--- config.mk ---
export PLATFORM = sky130hd
export DESIGN_NAME = alu_a_arbiter
export DESIGN_NICKNAME = d
export VERILOG_FILES = /design/src/rtl/alu_arb_pkg.sv /design/src/rtl/alu_arb_pick.sv /design/src/rtl/alu_a_arbiter.sv
export SDC_FILE = /design/constraint.sdc
export NUM_CORES = 1
export LEC_CHECK = 0
export CORE_UTILIZATION = 45
export CTS_CLUSTER_DIAMETER = 30
export DETAILED_ROUTE_END_ITERATION = 8
export GPL_ROUTABILITY_DRIVEN = 0
export GPL_TIMING_DRIVEN = 1
export HOLD_SLACK_MARGIN = 0.15
export PLACE_DENSITY_LB_ADDON = 0.25
export SLEW_MARGIN = 40
export SYNTH_ARGS = -nofsm -noshare
export SYNTH_HDL_FRONTEND = slang
export SYNTH_SLANG_ARGS = --single-unit
--- constraint.sdc ---
create_clock -name clk -period 3.3 [get_ports clk]
set_clock_uncertainty 0.05 [all_clocks]
set_input_delay 0.495 -clock clk [delete_from_list [all_inputs] [get_ports clk]]
set_output_delay 0.495 -clock clk [all_outputs]
set_load 0.01 [all_outputs]
--- src/rtl/alu_arb_pkg.sv ---
// Shared definitions for the ALU source-A arbiter: state encoding, source-A
// select codes and the default op width.
package alu_arb_pkg;

  localparam int OP_W_DEF = 3;

  typedef enum logic [1:0] {
    IDLE = 2'd0,
    BUSY = 2'd1,
    RESP = 2'd2
  } state_t;

  localparam logic [1:0] SRC_PC    = 2'd0;
  localparam logic [1:0] SRC_A     = 2'd1;
  localparam logic [1:0] SRC_2     = 2'd2;
  localparam logic [1:0] SRC_NOT_A = 2'd3;

  function automatic logic [1:0] idx_to_mask(input logic idx);
    return idx ? 2'b10 : 2'b01;
  endfunction

endpackage

--- src/rtl/alu_arb_pick.sv ---
// Combinational 2-way picker returning a one-hot grant. Round-robin by default;
// ALU_ARB_FIXED_PRIO_EN makes requester 0 win every tie.
module alu_arb_pick
  import alu_arb_pkg::*;
(
  input  logic [1:0] req_valid,
  input  logic       last_grant,
  output logic [1:0] grant
);

  always_comb begin
    grant = 2'b00;
    case (req_valid)
      2'b01:   grant = 2'b01;
      2'b10:   grant = 2'b10;
`ifdef ALU_ARB_FIXED_PRIO_EN
      2'b11:   grant = 2'b01;
`else
      // On a tie, the requester that did not win last time goes next
      2'b11:   grant = last_grant ? 2'b01 : 2'b10;
`endif
      default: grant = 2'b00;
    endcase
  end

endmodule

--- src/rtl/alu_a_arbiter.sv ---
// Shares the ALU and its source-A mux between fetch (0) and execute (1).
// Optional build macro ALU_ARB_FIXED_PRIO_EN selects fixed priority instead of round-robin.
module alu_a_arbiter
  import alu_arb_pkg::*;
#(
  parameter int ALU_LAT = 1,
  parameter int OP_W    = OP_W_DEF
) (
  input  logic            clk,
  input  logic            reset,
  input  logic [1:0]      req_valid,
  output logic [1:0]      req_ready,
  input  logic [OP_W-1:0] req0_op,
  input  logic [OP_W-1:0] req1_op,
  input  logic [1:0]      req1_src,
  output logic [1:0]      alu_sel_a,
  output logic [OP_W-1:0] alu_op,
  output logic            alu_start,
  input  logic [31:0]     alu_result,
  output logic [1:0]      rsp_valid,
  output logic [31:0]     rsp_data,
  input  logic [1:0]      rsp_ready
);

  if (ALU_LAT < 1 || ALU_LAT > 15) begin : g_bad_lat
    $error("alu_a_arbiter: ALU_LAT must be in 1..15");
  end

  localparam logic [3:0] LAT4 = 4'(ALU_LAT);

  state_t          state_q, state_d;
  logic            g_q;
  logic            last_grant_q;
  logic [3:0]      cnt_q;
  logic [OP_W-1:0] op_q;
  logic [1:0]      src_q;
  logic [31:0]     rsp_data_q;
  logic [1:0]      grant;

  alu_arb_pick u_pick (
    .req_valid  (req_valid),
    .last_grant (last_grant_q),
    .grant      (grant)
  );

  always_comb begin
    state_d   = state_q;
    req_ready = 2'b00;
    alu_sel_a = SRC_PC;
    alu_op    = '0;
    alu_start = 1'b0;
    rsp_valid = 2'b00;
    case (state_q)
      IDLE: begin
        // Gated by reset so no grant is advertised that the flops cannot take
        req_ready = reset ? grant : 2'b00;
        if (|grant) state_d = BUSY;
      end
      BUSY: begin
        alu_sel_a = src_q;
        alu_op    = op_q;
        alu_start = (cnt_q == LAT4);
        if (cnt_q == 4'd1) state_d = RESP;
      end
      RESP: begin
        rsp_valid = idx_to_mask(g_q);
        if (rsp_ready[g_q]) state_d = IDLE;
      end
      default: state_d = IDLE;
    endcase
  end

  always_ff @(posedge clk or negedge reset) begin
    if (!reset) begin
      state_q      <= IDLE;
      g_q          <= 1'b0;
      last_grant_q <= 1'b1;
      cnt_q        <= 4'd0;
      rsp_data_q   <= 32'd0;
    end else begin
      state_q <= state_d;
      case (state_q)
        IDLE: begin
          if (|grant) begin
            g_q   <= grant[1];
            cnt_q <= LAT4;
          end
        end
        BUSY: begin
          cnt_q <= cnt_q - 4'd1;
          if (cnt_q == 4'd1) rsp_data_q <= alu_result;
        end
        RESP: begin
`ifndef ALU_ARB_FIXED_PRIO_EN
          if (rsp_ready[g_q]) last_grant_q <= g_q;
`endif
        end
        default: ;
      endcase
    end
  end

  // Operand capture; only observed while BUSY, so it needs no reset
  always_ff @(posedge clk) begin
    if (state_q == IDLE && |grant) begin
      op_q  <= grant[1] ? req1_op : req0_op;
      src_q <= grant[1] ? req1_src : SRC_PC;
    end
  end

  assign rsp_data = rsp_data_q;

endmodule

== Yosys cells after proc, flatten, opt, wreduce, memory -nomap -nowiden ==
Cells that the tools add are included.

* Bits in registers: 45
* Logic and storage cells: 45
* Input bits: 46
* Output and inout port bits: 42

* Reductions and logical operators: 9
* Muxes and demuxes: 18
* Equality and inequality tests: 9
* $add $sub $neg: 1
* $lt $le $gt $ge: 1

{| class="wikitable"
|+ Operators with widths
! kind !! number
|-
| $mux W2 || 9
|-
| $pmux W2 S3 || 2
|-
| $pmux W4 S2 || 1
|-
| $reduce_and A2 Y1 || 4
|-
| $eq A2 B2 Y1 const B || 3
|-
| $mux W3 || 2
|-
| $ne A2 B2 Y1 const B || 3
|-
| $eq A2 B1 Y1 const B || 2
|-
| $eq A4 B1 Y1 const B || 1
|-
| $mux W4 || 1
|-
| $sub A4 B1 Y4 const B || 1
|-
| $mux W1 || 3
|-
| $reduce_and A3 Y1 || 1
|-
| $logic_not A2 Y1 || 1
|-
| $lt A1 B2 Y1 const B || 1
|-
| $reduce_bool A2 Y1 || 1
|-
| $reduce_or A2 Y1 || 1
|-
| $logic_and A1 B1 Y1 || 1
|}

== Logic depth before layout (Yosys ltp) ==
Gate-level depths: netlist of run 1.

* Depth in word-level cells: 5
* Mapped depth: 6

== Hierarchy ==
From an unflattened synthesis of run 1, not the netlist that was laid out.

* Cell total of the unflattened synthesis: 131
* Area total of the unflattened synthesis: 2009.4 µm²

{| class="wikitable"
|+ Modules (own cells, without submodules)
! module !! seq. area each (µm²) !! cells an instance !! area each (µm²) !! times used
|-
| alu_a_arbiter || 1152.4 || 128 || 1990.7 || 1
|-
| alu_arb_pick || 0.0 || 3 || 18.8 || 1
|}

== Worst setup path after synthesis of run 1 ==
Ideal clock, no wire load.

* Path type: input-to-output
* Start point: input req_valid[1]
* End point: output req_ready[1]
* Required time: 2.755 ns
* Cell stages on the path: 2
* Slack: 1.666 ns
* Arrival: 1.089 ns
* Cell sequence: a21boi_1 and3_1

* Cells in the longest elaborated chain, start to end: 4

{| class="wikitable"
|+ Ends and longest elaborated chain
! element !! line !! text
|-
| start: declaration || alu_a_arbiter.sv:11 || <nowiki>input logic [1:0] req_valid,</nowiki>
|-
| $eq A2 B2 Y1 / $eq A2 B1 Y1 (equally long branches) || alu_arb_pick.sv:13 || <nowiki>case (req_valid)</nowiki>
|-
| $pmux W2 S3 (*) || alu_arb_pick.sv:13 ||
|-
| $mux W2 (*) || alu_a_arbiter.sv:56 || <nowiki>req_ready = reset ? grant : 2'b00;</nowiki>
|-
| $mux W2 (*) || alu_a_arbiter.sv:53 || <nowiki>case (state_q)</nowiki>
|-
| end: declaration || alu_a_arbiter.sv:12 || <nowiki>output logic [1:0] req_ready,</nowiki>
|}

Mark *: on every way between the ends. The rest lies on a longest branch, timed or not.

== Worst setup path after layout of run 1 ==
Ends and elaborated chain as after synthesis.

==> metrics.md, run 1 <==
| Metric | Value |
|---|---|
| Worst-path clk slew | `80 ps` |
| FFs w/ async S/R, synth | `0.889` |
| Initial antenna violation count | `0` |
| Largest net degree at the start of global routing | `41` |
| Crit path capture type | `output port` |
| Worst path depth | `5` |
| Flops & latches, synth | `45` |
| Core Util, Final | `0.688` |
| Slew headroom | `0.612` |
| Post-CTS Setup Bufs | `0` |
| Total chip power | `2.79 mW` |
| Worst Setup EP | `req_ready[1]` |
| Die Height | `69.1 microns` |
| Wl on met1 | `1.83 mm` |
| RSZ-0062 raised after global routing | `false` |
| Top post-synthesis cells by area | `dfrtp_1 (48%), mux2_4 (21%), edfxtp_1 (7.4%)` |
| Crit-path max FO | `7` |
| PwrDens | `932 nW/um^2` |
| Avg Synthesized Cell Area | `15.6 sq um` |
| Buffers on Ports | `87` |
| Fill cell total of the finished layout | `323` |
| CTS Hold Bufs | `0` |
| Leakage | `1.30 nW` |
| Root Driver | `clkbuf_8` |
| VDD IR max | `417 uV` |
| Period utilization | `0.782` |
| Aggregate global routing overflow | `0` |
| Post-synth EDFFs | `5` |
| Netlist cell types | `31` |
| Top FF cell, synth | `dfrtp_1` |
| Fin cells | `276` |
| Total CTS buffers | `5` |
| Layout Nets | `271` |
| Post-synth net total | `178` |
| Kind of critical path | `input pin to output port` |
| Initial cell density of the core | `0.465` |
| Clock buffer depth | `2` |
| Routed met2 length | `2.20 mm` |
| Max Used Layer | `met4` |
| GRT Resource Usage Total | `0.190` |
| Via Count | `1,365` |
| Mapped Area | `2030 sq um` |
| Final wirelength | `4.29 mm` |
| Worst reg2reg path startpoint | `state_q[0]` |
| # IOs | `88` |
| P&R area growth vs syn | `47.8%` |
| Top delay family on crit path | `buffers and inverters` |
| Post-synth top area share | `0.482` |
| FF-to-FF setup slack | `1290 ps` |
| Max Freq | `388 MHz` |
| Max cap viols | `0` |
| Data required, critical path | `2750 ps` |
| Synth Instances | `130` |
| Fin. Hold Viols | `0` |
| Number of DRC markers in iteration 0 | `50` |
| Die width | `69.1 microns` |
| Drt drc | `0` |
| Setup Viol. Count Final | `0` |
| Core box area | `4350 sq um` |
| Setup TNS | `0 ps` |
| Capture point of the worst reg-to-reg path | `rsp_data[0]` |
| Row count | `24` |
| CP most frequent cell | `clkdlybuf4s50_1` |
| WP buf/inv | `3` |
| Vias in the first global route | `1,464` |
| Top-count cell post-synth | `dfrtp_1` |
| Worst Path Arrival | `2030 ps` |
| DR vias/cell | `4.95` |
| CTS Sinks | `45` |
| Final worst slack | `721 ps` |
| Post-DP HPWL | `3.20 mm` |
| Element type at the critical path start | `input pin` |
| Yosys top cell by area | `dfrtp_1` |
| Kind of path behind the tightest hold check | `input pin to async pin` |
| Slowest cell on crit path | `clkdlybuf4s50_1` |
| Routed Antenna Nets | `0` |
| First-pass GRT wire length | `7.16 mm` |
| Die area | `4770 sq um` |
| ANT cells | `0` |
| Worst setup path start | `req_valid[1]` |
| Min Clock Period, post-route | `2580 ps` |
| CP peak stage delay | `530 ps` |
| TritonRoute pass-1 iters | `4` |
| Worst path cell trace | `clkdlybuf4s50_1 -> a21boi_1 -> buf_4 -> and3_1 -> clkdlybuf4s50_1` |
| Worst-Margin Slew | `582 ps` |
| H-tree Lvls | `2` |
| Share of post-route cells with drive strength above 1 | `0.232` |
| Top cells by count, synth | `dfrtp_1 (39), mux2_4 (28), and2_1 (8), mux2_2 (8)` |
| DR WL met3 | `187 microns` |
| TritonCTS clock tree | `yes` |
| CTS resizes | `0` |
| Placed cells | `268` |
| Ys Warns | `0` |
| Clk_lat worst skew | `290 ps` |
| Pre-CTS setup slack | `714 ps` |
| Outcome | `complete, no violations` |
| Avg WL per Cell | `15.5 microns` |
| Worst R2R Path Depth | `4` |
| Slew Limit Fails | `0` |
| Seq/Total Area, Yosys | `0.569` |
==> sequential cells by signal, indices dropped and copies added, names as in the netlist <==
name / cells
rsp_data: 32
cnt_q: 4
op_q: 3
src_q: 2
state_q: 2
g_q: 1
last_grant_q: 1
==> logic make-up after synthesis <==
group	synth area share
compound gates	0.0451
fa+ha+maj	0.0124
buf+inv	0.0426
flops	0.569
mux	0.257
simple gates	0.0741
==> worst min path at each step <==
| stage | to | slack [ps] | depth (start not counted) | from |
|---|---|---|---|---|
| 3_5_place_dp | rsp_data[15] | 440 | 1 | rsp_data[15] |
| 4_1_cts | g_q | 300 | 2 | reset |
| 3_3_place_gp | last_grant_q | 440 | 1 | last_grant_q |
| 2_1_floorplan | cnt_q[0] | 150 | 0 | reset |
| 5_1_grt | cnt_q[2] | 310 | 2 | reset |
| 6_report | g_q | 270 | 2 | reset |
==> stage by stage <==
stage | cell area (sq um) | hold slack, ps
finish | 2990 | 269
global route | 2990 | 314
floorplan | 2030 | 149
detailed placement | 2910 | 445
global placement | 2910 | 441
CTS | 2990 | 295
==> area by class of cell <==
class / count / area (sq um) / area share
Clock buffer: 5 / 68.8 / 0.0230
Clock inverter: 3 / 16.3 / 0.00543
Inverter: 4 / 15.0 / 0.00501
Multi-Input combinational cell: 77 / 788 / 0.263
Sequential cell: 45 / 1150 / 0.385
Tap cell: 52 / 65.1 / 0.0217
Timing Repair Buffer: 90 / 888 / 0.297
==> power breakdown <==
group	switching (mW)	leakage, nW	internal (mW)
registers	0.168	0.523	0.836
logic	0.514	0.732	0.946
clock network	0.180	0.0482	0.147
total	0.862	1.30	1.93
==> cells in the final DEF (no fill, tap or decap), drive strengths merged, types with 3 or more instances in the layout <==
cell type      count
and2               8
buf                4
clkbuf             5
clkdlybuf4s50     86
dfrtp             39
edfxtp             5
inv                5
mux2              36
nand2              3
nor2               5
==> per-layer routing <==
layer	vias to the layer above	GRT usage
met1	673	0.238
met5	-	0
met3	10	0.0439
met4	0	0.0726
li1	643	-
met2	39	0.320
No activity file was read; power rests on OpenSTA's default activity.
==> inputs of run 2 (changes only) <==
CORE_UTILIZATION = 42   (was 45)
clock period = 2.7 ns   (was 3.3 ns; I/O delays follow)
==> run 2 against run 1 <==
Net effect:
- clock-buffer cell count rose by 1
- clock power up 22%
- largest power group unchanged
- routed wire length is 1.4% higher
- design area barely moved
- die area grew 6.9%
- combinational power is 22% higher
- critical path type unchanged
- largest cell class unchanged
==> metrics.md, run 2 (synthesized netlist as in run 1, its figures left out) <==
| Metric | Value |
|---|---|
| Die Height | `71.5 microns (+3.4%)` |
| Max FFs per register | `32 (unchanged)` |
| Data required, critical path | `2250 ps (-500 ps)` |
| PwrDens | `1140 nW/um^2 (+22%)` |
| Routed Antenna Nets | `0 (unchanged)` |
| H-tree Lvls | `2 (unchanged)` |
| Min Clock Period, post-route | `2310 ps` |
| VDD IR max | `480 uV (+15%)` |
| Crit path capture type | `output port` |
| WP buf/inv | `2 (-1)` |
| Row count | `24 (unchanged)` |
| CP peak stage delay | `550 ps (+20 ps)` |
| TritonRoute pass-1 iters | `4 (unchanged)` |
| Element type at the critical path start | `input pin` |
| Max Freq | `432 MHz` |
| Largest net degree at the start of global routing | `41 (unchanged)` |
| Kind of critical path | `input pin to output port` |
| Drt drc | `0 (unchanged)` |
| Crit-path max FO | `4 (-3)` |
| Kind of path behind the tightest hold check | `input pin to async pin` |
| Slowest cell on crit path | `clkdlybuf4s50_1` |
| Share of post-route cells with drive strength above 1 | `0.228 (-0.00446)` |
| Most frequent cells in the layout | `clkdlybuf4s50_1 (86), dfrtp_1 (39), mux2_4 (28)` |
| Die width | `71.5 microns (+3.4%)` |
| Vias in the first global route | `1,429 (-2.4%)` |
| CP most frequent cell | `clkdlybuf4s50_1` |
| Setup TNS | `0 ps (unchanged)` |
| First-pass GRT wire length | `7.00 mm (-2.3%)` |
| Final wirelength | `4.35 mm (+1.4%)` |
| Avg WL per Cell | `15.8 microns (+1.4%)` |
| DR vias/cell | `4.89 (-1.0%)` |
| Worst Path Arrival | `1860 ps (-170 ps)` |
| Initial antenna violation count | `0 (unchanged)` |
| Root Driver | `clkbuf_8` |
| Setup Viol. Count Final | `0 (unchanged)` |
| Buffers on Ports | `87 (unchanged)` |
| ANT cells | `0 (unchanged)` |
| FF-to-FF setup slack | `730 ps (-560 ps)` |
| Total CTS buffers | `5 (unchanged)` |
| Clk_lat worst skew | `290 ps (about the same)` |
| TritonCTS clock tree | `yes` |
| Top delay family on crit path | `buffers and inverters` |
| Number of DRC markers in iteration 0 | `60 (+20%)` |
| Via Count | `1,351 (-1.0%)` |
| Commonest non-fill, non-tap cell in the layout | `clkdlybuf4s50_1` |
| # IOs | `88 (unchanged)` |
| CTS Hold Bufs | `0 (unchanged)` |
| P&R area growth vs syn | `47.7% (about the same)` |
| Outcome | `complete, no violations` |
| Post-DP HPWL | `3.22 mm (+0.87%)` |
| Fin. Hold Viols | `0 (unchanged)` |
| Core box area | `4500 sq um (+3.4%)` |
| Worst path cell trace | `clkdlybuf4s50_1 -> a21boi_1 -> and3_1 -> clkdlybuf4s50_1` |
| Worst-Margin Slew | `566 ps (-15.9 ps)` |
| CTS resizes | `0 (unchanged)` |
| Slew headroom | `0.623 (+0.0106)` |
| Post-CTS Setup Bufs | `0 (unchanged)` |
| RSZ-0062 raised after global routing | `false` |
| Clock buffer depth | `2 (unchanged)` |
| GRT Resource Usage Total | `0.182 (-0.00822)` |
| Max cap viols | `0 (unchanged)` |
| Layout Nets | `271 (unchanged)` |
| Period utilization | `0.857` |
| Pre-CTS setup slack | `399 ps (-315 ps)` |
| Aggregate global routing overflow | `0 (unchanged)` |
| Die area | `5110 sq um (+6.9%)` |
| Worst-path clk slew | `80 ps (about the same)` |
| Final worst slack | `386 ps (-335 ps)` |
| CTS Sinks | `45 (unchanged)` |
| Initial cell density of the core | `0.450 (-0.0155)` |
| Slew Limit Fails | `0 (unchanged)` |
| Leakage | `1.30 nW (-0.25%)` |
## run 2: worst reg2reg max path: cells and delay by family (launching register included)
family,cells,cell delay (ps)
AND/OR/NAND/NOR,2,440
multiplexers,1,410
flip-flops,1,480
buffers and inverters,1,480
## run 2: path summary, 6_finish.rpt
check,cells past startpoint,end,from
min reg2reg,1,rsp_data[0],rsp_data[0]
max reg2reg,4,rsp_data[2],state_q[0]
max in group asynchronous,2,last_grant_q,reset
max,4,req_ready[1],req_valid[1]
min,2,cnt_q[1],reset
min in group clk,1,rsp_data[0],rsp_data[0]
## run 2: final cells by class
class                      instances  area, sq um
clock inverter                     2         10.0
multi-input combinational         77          788
tap                               52         65.1
sequential                        45         1150
fill                             326         1510
inverter                           4         15.0
clock buffer                       6         72.6
timing repair buffer              90          888
## run 2: through the flow
step	instance area (sq um)	hold WS (ps)	instances	power, mW	util
floorplan	2030	59.4	130	2.28	-
CTS	2990	203	276	3.45	0.664
global placement	2910	439	268	2.98	0.646
detailed placement	2910	445	268	3.04	0.646
global route	2990	227	276	3.63	0.664
finish	2990	200	276	3.41	0.664
## run 2: report_power, final
part	leakage [nW]	total (mW)	internal [mW]	switching, mW
sequential	0.523	1.23	1.02	0.209
combinational	0.732	1.78	1.15	0.630
clock	0.0450	0.397	0.180	0.217
## run 2: routing by layer
metal  share of wire  global-route usage  vias up
met5               0                   0        -
met4           0.011              0.0654        0
met3           0.084              0.0661        4
met2            0.46               0.294       63
met1            0.44               0.227      644
li1                -                   -      640
